[config.mk]
export PLATFORM = sky130hd
export DESIGN_NAME = micro_seq_flat
export DESIGN_NICKNAME = d
export VERILOG_FILES = /design/src/rtl/micro_pkg.sv /design/src/rtl/micro_seq_if.sv /design/src/rtl/micro_dispatch_rom.sv /design/src/rtl/micro_seq.sv /design/src/flat_wrapper.sv
export SDC_FILE = /design/constraint.sdc
export NUM_CORES = 1
export LEC_CHECK = 0
export BUFFER_PORTS_ARGS = -buffer_cell sky130_fd_sc_hd__buf_2
export CAP_MARGIN = 20
export CORE_MARGIN = 5
export CORE_UTILIZATION = 30
export DETAILED_ROUTE_END_ITERATION = 12
export GPL_TIMING_DRIVEN = 0
export PLACE_DENSITY_LB_ADDON = 0.05
export SLEW_MARGIN = 20
export SYNTH_ARGS = -nofsm -noshare
export SYNTH_HDL_FRONTEND = slang
export SYNTH_HIERARCHICAL = 1
export SYNTH_SLANG_ARGS = --single-unit
export TNS_END_PERCENT = 1
[constraint.sdc]
create_clock -name clk -period 1.45 [get_ports clk]
set_input_delay 0.145 -clock clk [delete_from_list [all_inputs] [get_ports clk]]
set_output_delay 0.145 -clock clk [all_outputs]
set_load 0.05 [all_outputs]
[src/rtl/micro_pkg.sv]
// Shared constants for the microcoded MIPS controller: opcodes, next-address
// select encodings and micro-state addresses.
package micro_pkg;

    typedef enum logic [1:0] {
        AC_FETCH = 2'd0,
        AC_DISP1 = 2'd1,
        AC_DISP2 = 2'd2,
        AC_SEQ   = 2'd3
    } addr_ctl_e;

    localparam int unsigned OP_RTYPE = 0;
    localparam int unsigned OP_J     = 2;
    localparam int unsigned OP_BEQ   = 4;
    localparam int unsigned OP_ADDI  = 8;
    localparam int unsigned OP_LW    = 35;
    localparam int unsigned OP_SW    = 43;

    localparam int unsigned US_FETCH   = 0;
    localparam int unsigned US_DECODE  = 1;
    localparam int unsigned US_MEMADDR = 2;
    localparam int unsigned US_MEMRD   = 3;
    localparam int unsigned US_MEMWB   = 4;
    localparam int unsigned US_MEMWR   = 5;
    localparam int unsigned US_REXEC   = 6;
    localparam int unsigned US_RWB     = 7;
    localparam int unsigned US_BEQ     = 8;
    localparam int unsigned US_JUMP    = 9;
    localparam int unsigned US_IEXEC   = 10;

endpackage

[src/rtl/micro_seq_if.sv]
// Sequencer-side bundle between the IR / microcode ROM (master) and the
// micro-sequencer (slave).
interface micro_seq_if
    import micro_pkg::*;
#(
    parameter int unsigned UADDR_W = 4,
    parameter int unsigned OP_W    = 6,
    parameter int unsigned CNT_W   = 16
) ();

    logic [OP_W-1:0]    op;
    addr_ctl_e          addr_ctl;
    logic               stall;
    logic               trap_ack;
    logic [UADDR_W-1:0] upc;
    logic               illegal_op;
    logic               instr_start;
    logic [CNT_W-1:0]   instr_cnt;

    modport master (
        output op, addr_ctl, stall, trap_ack,
        input  upc, illegal_op, instr_start, instr_cnt
    );

    modport slave (
        input  op, addr_ctl, stall, trap_ack,
        output upc, illegal_op, instr_start, instr_cnt
    );

endinterface

[src/rtl/micro_dispatch_rom.sv]
// Built-in dispatch tables: opcode to micro-address for DISP1 and DISP2.
// Purely combinational; misses steer to the trap address.
module micro_dispatch_rom
    import micro_pkg::*;
#(
    parameter int unsigned UADDR_W   = 4,
    parameter int unsigned OP_W      = 6,
    parameter int unsigned TRAP_ADDR = 15
) (
    input  logic [OP_W-1:0]    op,
    output logic [UADDR_W-1:0] d1_addr,
    output logic               d1_miss,
    output logic [UADDR_W-1:0] d2_addr,
    output logic               d2_miss
);

    always_comb begin
        d1_addr = UADDR_W'(TRAP_ADDR);
        d1_miss = 1'b0;
        case (op)
            OP_W'(OP_RTYPE): d1_addr = UADDR_W'(US_REXEC);
            OP_W'(OP_LW):    d1_addr = UADDR_W'(US_MEMADDR);
            OP_W'(OP_SW):    d1_addr = UADDR_W'(US_MEMADDR);
            OP_W'(OP_BEQ):   d1_addr = UADDR_W'(US_BEQ);
            OP_W'(OP_J):     d1_addr = UADDR_W'(US_JUMP);
            OP_W'(OP_ADDI):  d1_addr = UADDR_W'(US_IEXEC);
            default:         d1_miss = 1'b1;
        endcase
    end

    always_comb begin
        d2_addr = UADDR_W'(TRAP_ADDR);
        d2_miss = 1'b0;
        case (op)
            OP_W'(OP_LW): d2_addr = UADDR_W'(US_MEMRD);
            OP_W'(OP_SW): d2_addr = UADDR_W'(US_MEMWR);
            default:      d2_miss = 1'b1;
        endcase
    end

endmodule

[src/rtl/micro_seq.sv]
// Micro-PC sequencer: selects the next micro-address, parks in the trap state on
// undecoded opcodes until acknowledged, and counts retired instructions.
module micro_seq
    import micro_pkg::*;
#(
    parameter int unsigned UADDR_W   = 4,
    parameter int unsigned OP_W      = 6,
    parameter int unsigned CNT_W     = 16,
    parameter int unsigned TRAP_ADDR = 15
) (
    input logic        clk,
    input logic        rst_n,
    micro_seq_if.slave bus
);

    logic [UADDR_W-1:0] d1_addr, d2_addr;
    logic               d1_miss, d2_miss;

    logic [UADDR_W-1:0] upc_q;
    logic               illegal_q;
    logic               start_q;
    logic [CNT_W-1:0]   cnt_q;

    micro_dispatch_rom #(
        .UADDR_W   (UADDR_W),
        .OP_W      (OP_W),
        .TRAP_ADDR (TRAP_ADDR)
    ) u_rom (
        .op      (bus.op),
        .d1_addr (d1_addr),
        .d1_miss (d1_miss),
        .d2_addr (d2_addr),
        .d2_miss (d2_miss)
    );

    // Priority: stall, then trap hold/release, then the addr_ctl selection.
    always_ff @(posedge clk or negedge rst_n) begin
        if (!rst_n) begin
            upc_q     <= '0;
            illegal_q <= 1'b0;
            start_q   <= 1'b0;
            cnt_q     <= '0;
        end else if (bus.stall) begin
            start_q <= 1'b0;
        end else if (upc_q == UADDR_W'(TRAP_ADDR)) begin
            if (bus.trap_ack) begin
                upc_q     <= '0;
                illegal_q <= 1'b0;
                start_q   <= 1'b1;
            end else begin
                start_q <= 1'b0;
            end
        end else begin
            start_q <= (bus.addr_ctl == AC_FETCH);
            unique case (bus.addr_ctl)
                AC_FETCH: begin
                    upc_q <= '0;
                    cnt_q <= cnt_q + CNT_W'(1);
                end
                AC_DISP1: begin
                    upc_q <= d1_addr;
                    if (d1_miss) illegal_q <= 1'b1;
                end
                AC_DISP2: begin
                    upc_q <= d2_addr;
                    if (d2_miss) illegal_q <= 1'b1;
                end
                AC_SEQ:   upc_q <= upc_q + UADDR_W'(1);
            endcase
        end
    end

    assign bus.upc         = upc_q;
    assign bus.illegal_op  = illegal_q;
    assign bus.instr_start = start_q;
    assign bus.instr_cnt   = cnt_q;

endmodule

[src/flat_wrapper.sv]
// flat-port wrapper written by rule: the top's interface ports become plain ports
module micro_seq_flat import micro_pkg::*;
#(
    parameter int unsigned UADDR_W   = 4,
    parameter int unsigned OP_W      = 6,
    parameter int unsigned CNT_W     = 16,
    parameter int unsigned TRAP_ADDR = 15
)
  (clk, rst_n, bus_op, bus_addr_ctl, bus_stall, bus_trap_ack, bus_upc, bus_illegal_op, bus_instr_start, bus_instr_cnt);
  micro_seq_if #(.UADDR_W(UADDR_W), .OP_W(OP_W), .CNT_W(CNT_W)) bus_i ();
  input logic clk;
  input logic rst_n;
  input wire logic [$bits(bus_i.op)-1:0] bus_op;
  input wire logic [$bits(bus_i.addr_ctl)-1:0] bus_addr_ctl;
  input wire logic [$bits(bus_i.stall)-1:0] bus_stall;
  input wire logic [$bits(bus_i.trap_ack)-1:0] bus_trap_ack;
  output wire logic [$bits(bus_i.upc)-1:0] bus_upc;
  output wire logic [$bits(bus_i.illegal_op)-1:0] bus_illegal_op;
  output wire logic [$bits(bus_i.instr_start)-1:0] bus_instr_start;
  output wire logic [$bits(bus_i.instr_cnt)-1:0] bus_instr_cnt;
  assign bus_i.op = bus_op;
  assign bus_i.addr_ctl = bus_addr_ctl;
  assign bus_i.stall = bus_stall;
  assign bus_i.trap_ack = bus_trap_ack;
  assign bus_upc = bus_i.upc;
  assign bus_illegal_op = bus_i.illegal_op;
  assign bus_instr_start = bus_i.instr_start;
  assign bus_instr_cnt = bus_i.instr_cnt;
  micro_seq #(.UADDR_W(UADDR_W), .OP_W(OP_W), .CNT_W(CNT_W), .TRAP_ADDR(TRAP_ADDR)) u_core (.clk(clk), .rst_n(rst_n), .bus(bus_i));
endmodule
# Word level (Yosys, flattened, before mapping)
# Index checks and enable logic that the tools add are counted.
# classes
n_addsub,2
multipliers,0
div_mod_pow,0
magnitude_cmp,0
eq_ne,12
shifts,0
muxes,13
bitwise_logic,2
reduce_logical,8
# ops
op,count
4-bit one-hot mux with 5 select lines,1
16-bit by 1-bit adder with 16-bit output (second input constant),1
4-bit one-hot mux with 4 select lines,1
6-bit == test (second input constant),2
4-bit 2-to-1 mux,2
4-bit one-hot mux with 2 select lines,1
1-bit 2-to-1 mux,7
6-bit by 2-bit == test with 1-bit output (second input constant),1
6-bit by 3-bit == test with 1-bit output (second input constant),1
6-bit by 4-bit == test with 1-bit output (second input constant),1
6-bit zero test,1
3-bit by 2-bit != test with 1-bit output (second input constant),2
6-bit OR reduction,1
5-bit AND reduction,1
4-bit by 1-bit adder with 4-bit output (second input constant),1
2-bit == test (second input constant),2
4-bit == test (second input constant),1
3-bit AND reduction,1
3-bit nonzero test,1
2-bit by 1-bit == test with 1-bit output (second input constant),1
2-bit zero test,1
2-bit != test (second input constant),1
1-bit inverter,2
1-bit one-hot mux with 2 select lines,1
2 further kinds,2
# totals
register_bits,22
latch_bits,0
ramBits,0
mem_bits_ro,0
output_inout_bits,22
mem_count,0

# Logic depth before layout (Yosys ltp)
# depth
word_depth,5
mapped_depth,8
depth_no_buf,7

# Hierarchy
# Netlist, hierarchy kept.
# by_module_without_submodules
module,instances,cells_per_inst,area_each_um2
micro_seq,1,111,1172.4
micro_dispatch_rom,1,28,172.7

# Worst setup path before layout
# No wires, ideal clock.
# synth_timing
path_type,reg2reg
from,register u_core.upc_q[0] (netlist: u_core/bus.upc[0])
to,register u_core.cnt_q[7] (netlist: u_core/bus.instr_cnt[7])
setup_ns,0.141
t_arrival_ns,1.784
path_slack_ns,-0.474
path_stages_with_launch,6
n_path_buf,0
synth_period_minus_slack_ns,1.924
cell_sequence,dfrtp_1 > ha_1 > a31o_2 > nor4_4 > nand4_1 > xnor2_1
# synth_via
elab_chain_len,3
# synth_rtl
element,line,source
start: declaration,micro_seq.sv:19,logic [UADDR_W-1:0] upc_q;
start signal: assignment,micro_seq.sv:61,upc_q <= d1_addr;
start signal: assignment,micro_seq.sv:65,upc_q <= d2_addr;
start signal: assignment,micro_seq.sv:68,AC_SEQ: upc_q <= upc_q + UADDR_W'(1);
4-bit == test,micro_seq.sv:45,end else if (upc_q == UADDR_W'(TRAP_ADDR)) begin
1-bit inverter (no line),-,
3-bit AND reduction (no line),-,
end signal: assignment,micro_seq.sv:58,cnt_q <= cnt_q + CNT_W'(1);
end: declaration,micro_seq.sv:22,logic [CNT_W-1:0] cnt_q;
# Every way passes these cells.
# A chain may end at the register's enable or synchronous reset.

# Final worst setup path
# Ends and elaborated chain as after synthesis.

==> results.py <==
metrics = {
    "outcome": {
        "status": "finished, violations left",
        "violations": "setup timing",
    },
    "logic_synthesis": {
        "ys_types": 43,
        "synthArstFlopShare": 1.000,
        "seq_area_frac_synth": 0.4093,
        "synthCells": 139,
        "synthAdderAreaFrac": 0.01860,
        "synth_xor_area_frac": 0.1172,
        "yosysWarnings": 6,
        "synth_nets": 153,
        "synth-edff-count": 0,
        "ys_seq_elements": 22,
        "synthMuxAreaShare": 0.03163,
        "synthesis.area_mm2": 0.001345,
        "synth-simple-area-share": 0.2716,
        "synth_ff_type": "dfrtp_1",
        "synth_compound_area_frac": 0.1135,
        "postSynthAreaPerCell_um2": 9.677,
        "synth_top_family_by_area": "simple AND/OR/NAND/NOR gates",
    },
    "critical_path": {
        "cp-end-kind": "flip-flop",
        "crit_required_ns": 1.60,
        "critical_path_arrival_ns": 1.66,
        "critPathLaunchType": "flip-flop",
        "crit_type": "reg2reg",
        "crit_fanout": 6,
    },
    "clock_network": {
        "clkTransAtPathRegs_ns": 0.08,
        "cts_max_path_buffers": 2,
        "cts-root-buf": "clkbuf_8",
        "htreeDepth": 1,
        "clk_latency_ns": 0.26,
        "cts_sinks": 22,
        "cts_made_buffers": 3,
        "cts_tree": "done",
    },
    "floorplanning": {
        "die_area_mm2": 0.005923,
        "die_w_um": 76.96,
        "io_pins": 34,
        "fp.dieH_um": 76.96,
        "rows": 24,
        "core_mm2": 0.004354,
        "start_util": 0.3089,
    },
    "layout": {
        "area_growth_pct": 24.47,
        "nNetsFinal": 192,
        "final_cell_mix": "34 x buf_2, 18 x dfrtp_1, 17 x nand2_1",
        "diodes": 0,
        "final_common_cell": "buf_2",
        "final_core_util": 0.3845,
        "filler_cell_count": 459,
        "multi_input_area_um2": 783.3,
        "seqCellArea_um2": 555.5,
        "drive_gt1_frac": 0.3503,
        "fin_cells": 229,
    },
    "power_and_ir_drop": {
        "peakVddDrop_mv": 0.3351,
        "p_seq_frac": 0.423,
        "combinationalPowerShare": 0.371,
        "power.density_mw_per_mm2": 1130,
        "p_switching_uw": 777.0,
        "leakage_nw": 0.7664,
        "intPower_mw": 1.116,
        "clkPwrFrac": 0.205,
        "p_sw_frac": 0.4106,
    },
    "job": {
        "maxCapViolCount": 0,
    },
    "timing": {
        "setup_viol": 5,
        "fin_crit_sh": 1.041,
        "fin_setup_tns_ns": -0.1534,
        "rsz0062_at_grt": "true",
        "fin_ws_ns": -0.06006,
        "whs_ns": 0.1802,
        "max_freq_ghz": 0.6622,
        "period_minus_slack_ns": 1.510,
        "hold_violations": 0,
        "slew_violations": 0,
        "clock_skew_ns": 0.006256,
    },
    "place": {
        "dp.cells": 223,
        "port_buffers": 32,
        "place_hpwl_um": 2380,
        "gp_congestion": 0.7552,
    },
    "global_routing": {
        "antenna_found_initial": 0,
        "grt.overflow.total": 0,
        "grt_max_degree": 23,
        "grt_first_pass_wirelength_um": 5112,
        "grt_pass1_vias": 1095,
        "grt_use_total": 0.1034,
    },
    "hold_path": {
        "holdCritPathClass": "in2reg",
    },
    "routing": {
        "vias": 1109,
        "ant_nets": 0,
        "first_pass_iters": 4,
        "drt_iter0_drc": 29,
        "routed_wl_um": 2948,
        "drcViolationCount": 0,
        "vias_per_cell": 4.843,
        "wl_per_cell_um": 12.87,
    },
}
synthesized netlist by cell type (3+ instances only):
cell type	number	area, µm²
nand4_1	3	18.77
nor3_2	3	30.03
dfrtp_1	22	550.5
o21ai_0	7	35.03
inv_1	3	11.26
xnor2_1	13	113.9
nand2_1	17	63.81
nand3_1	9	45.04
xor2_1	5	43.79
nor2_1	9	33.78
a21oi_1	6	30.03
timing repair:
action / 4_1_cts / 5_1_grt
resized for setup: 0 / 2
buffers inserted: 0 / 1
hold buffers: 1 / 0
hold endpoints to repair: 22 / 0
pin swaps: 2 / 7
endpoints found under the setup margin: 10 / 17
kinds of logic after synthesis:
group	count (synthesis)
other	1
DFF	22
xor gates and xnor gates	18
and+or+nand+nor	60
muxes	4
buffers and inverters	8
AOI/OAI and AO/OA	24
adders and majority gates	2
registers in the layout, indices dropped and copies added, names as in the netlist:
| signal | count |
|---|---|
| u_core/bus.instr_cnt | 16 |
| u_core/bus.upc | 4 |
| u_core/bus.illegal_op | 1 |
| u_core/bus.instr_start | 1 |
routing by layer:
metal,track usage,share of wire,up-vias
li1,-,-,562
met1,0.1353,0.44,526
met2,0.1715,0.51,19
met3,0.01991,0.037,2
met4,0.03147,0.0051,0
met5,0,0,-
metrics by stage:
step                      worst slack [ns]  cell area (µm²)  power, mW
after floorplan                    -0.1470             1378      1.337
after CTS                         -0.08232             1658      1.924
after detailed placement          -0.07764             1603      1.528
after global routing               -0.1503             1674      2.013
final                             -0.06006             1674      1.893
after global placement            -0.07579             1603      1.521
layout make-up:
type                            count  share of cell area
Multi-Input combinational cell    109              0.4679
Inverter                            3            0.006726
Sequential cell                    22              0.3318
Buffer                              5             0.02167
Timing Repair Buffer               34              0.1061
Clock buffer                        4             0.02691
Tap cell                           52             0.03886
power groups by stage:
| stage | clock, mW | sequential (mW) | combinational (mW) |
|---|---|---|---|
| finish | 0.388 | 0.801 | 0.703 |
| global route | 0.426 | 0.823 | 0.764 |
| CTS | 0.404 | 0.804 | 0.715 |
| detailed placement | 0 | 0.817 | 0.712 |
| global placement | 0 | 0.816 | 0.705 |
| floorplan | 0 | 1.09 | 0.247 |
final timing paths:
path / startpoint / endpoint / slack [ns] / cells past startpoint
max: u_core/bus.upc[0] / u_core/bus.instr_cnt[7] / -0.06 / 5
min: bus_stall / u_core/bus.instr_start / 0.18 / 2
max reg2reg: u_core/bus.upc[0] / u_core/bus.instr_cnt[7] / -0.06 / 5
min reg2reg: u_core/bus.instr_cnt[15] / u_core/bus.instr_cnt[15] / 0.47 / 1
max in group asynchronous: rst_n / u_core/bus.upc[0] / 0.71 / 2
min in group asynchronous: rst_n / u_core/bus.instr_cnt[5] / 0.37 / 2
worst max-delay path, stage by stage (launching register included):
cell     delay [ns]
dfrtp_2        0.45
ha_4           0.19
a31o_4         0.28
nor4_4         0.19
nand4_1        0.15
xnor2_1        0.14
No activity file was read; power rests on OpenSTA's default activity.
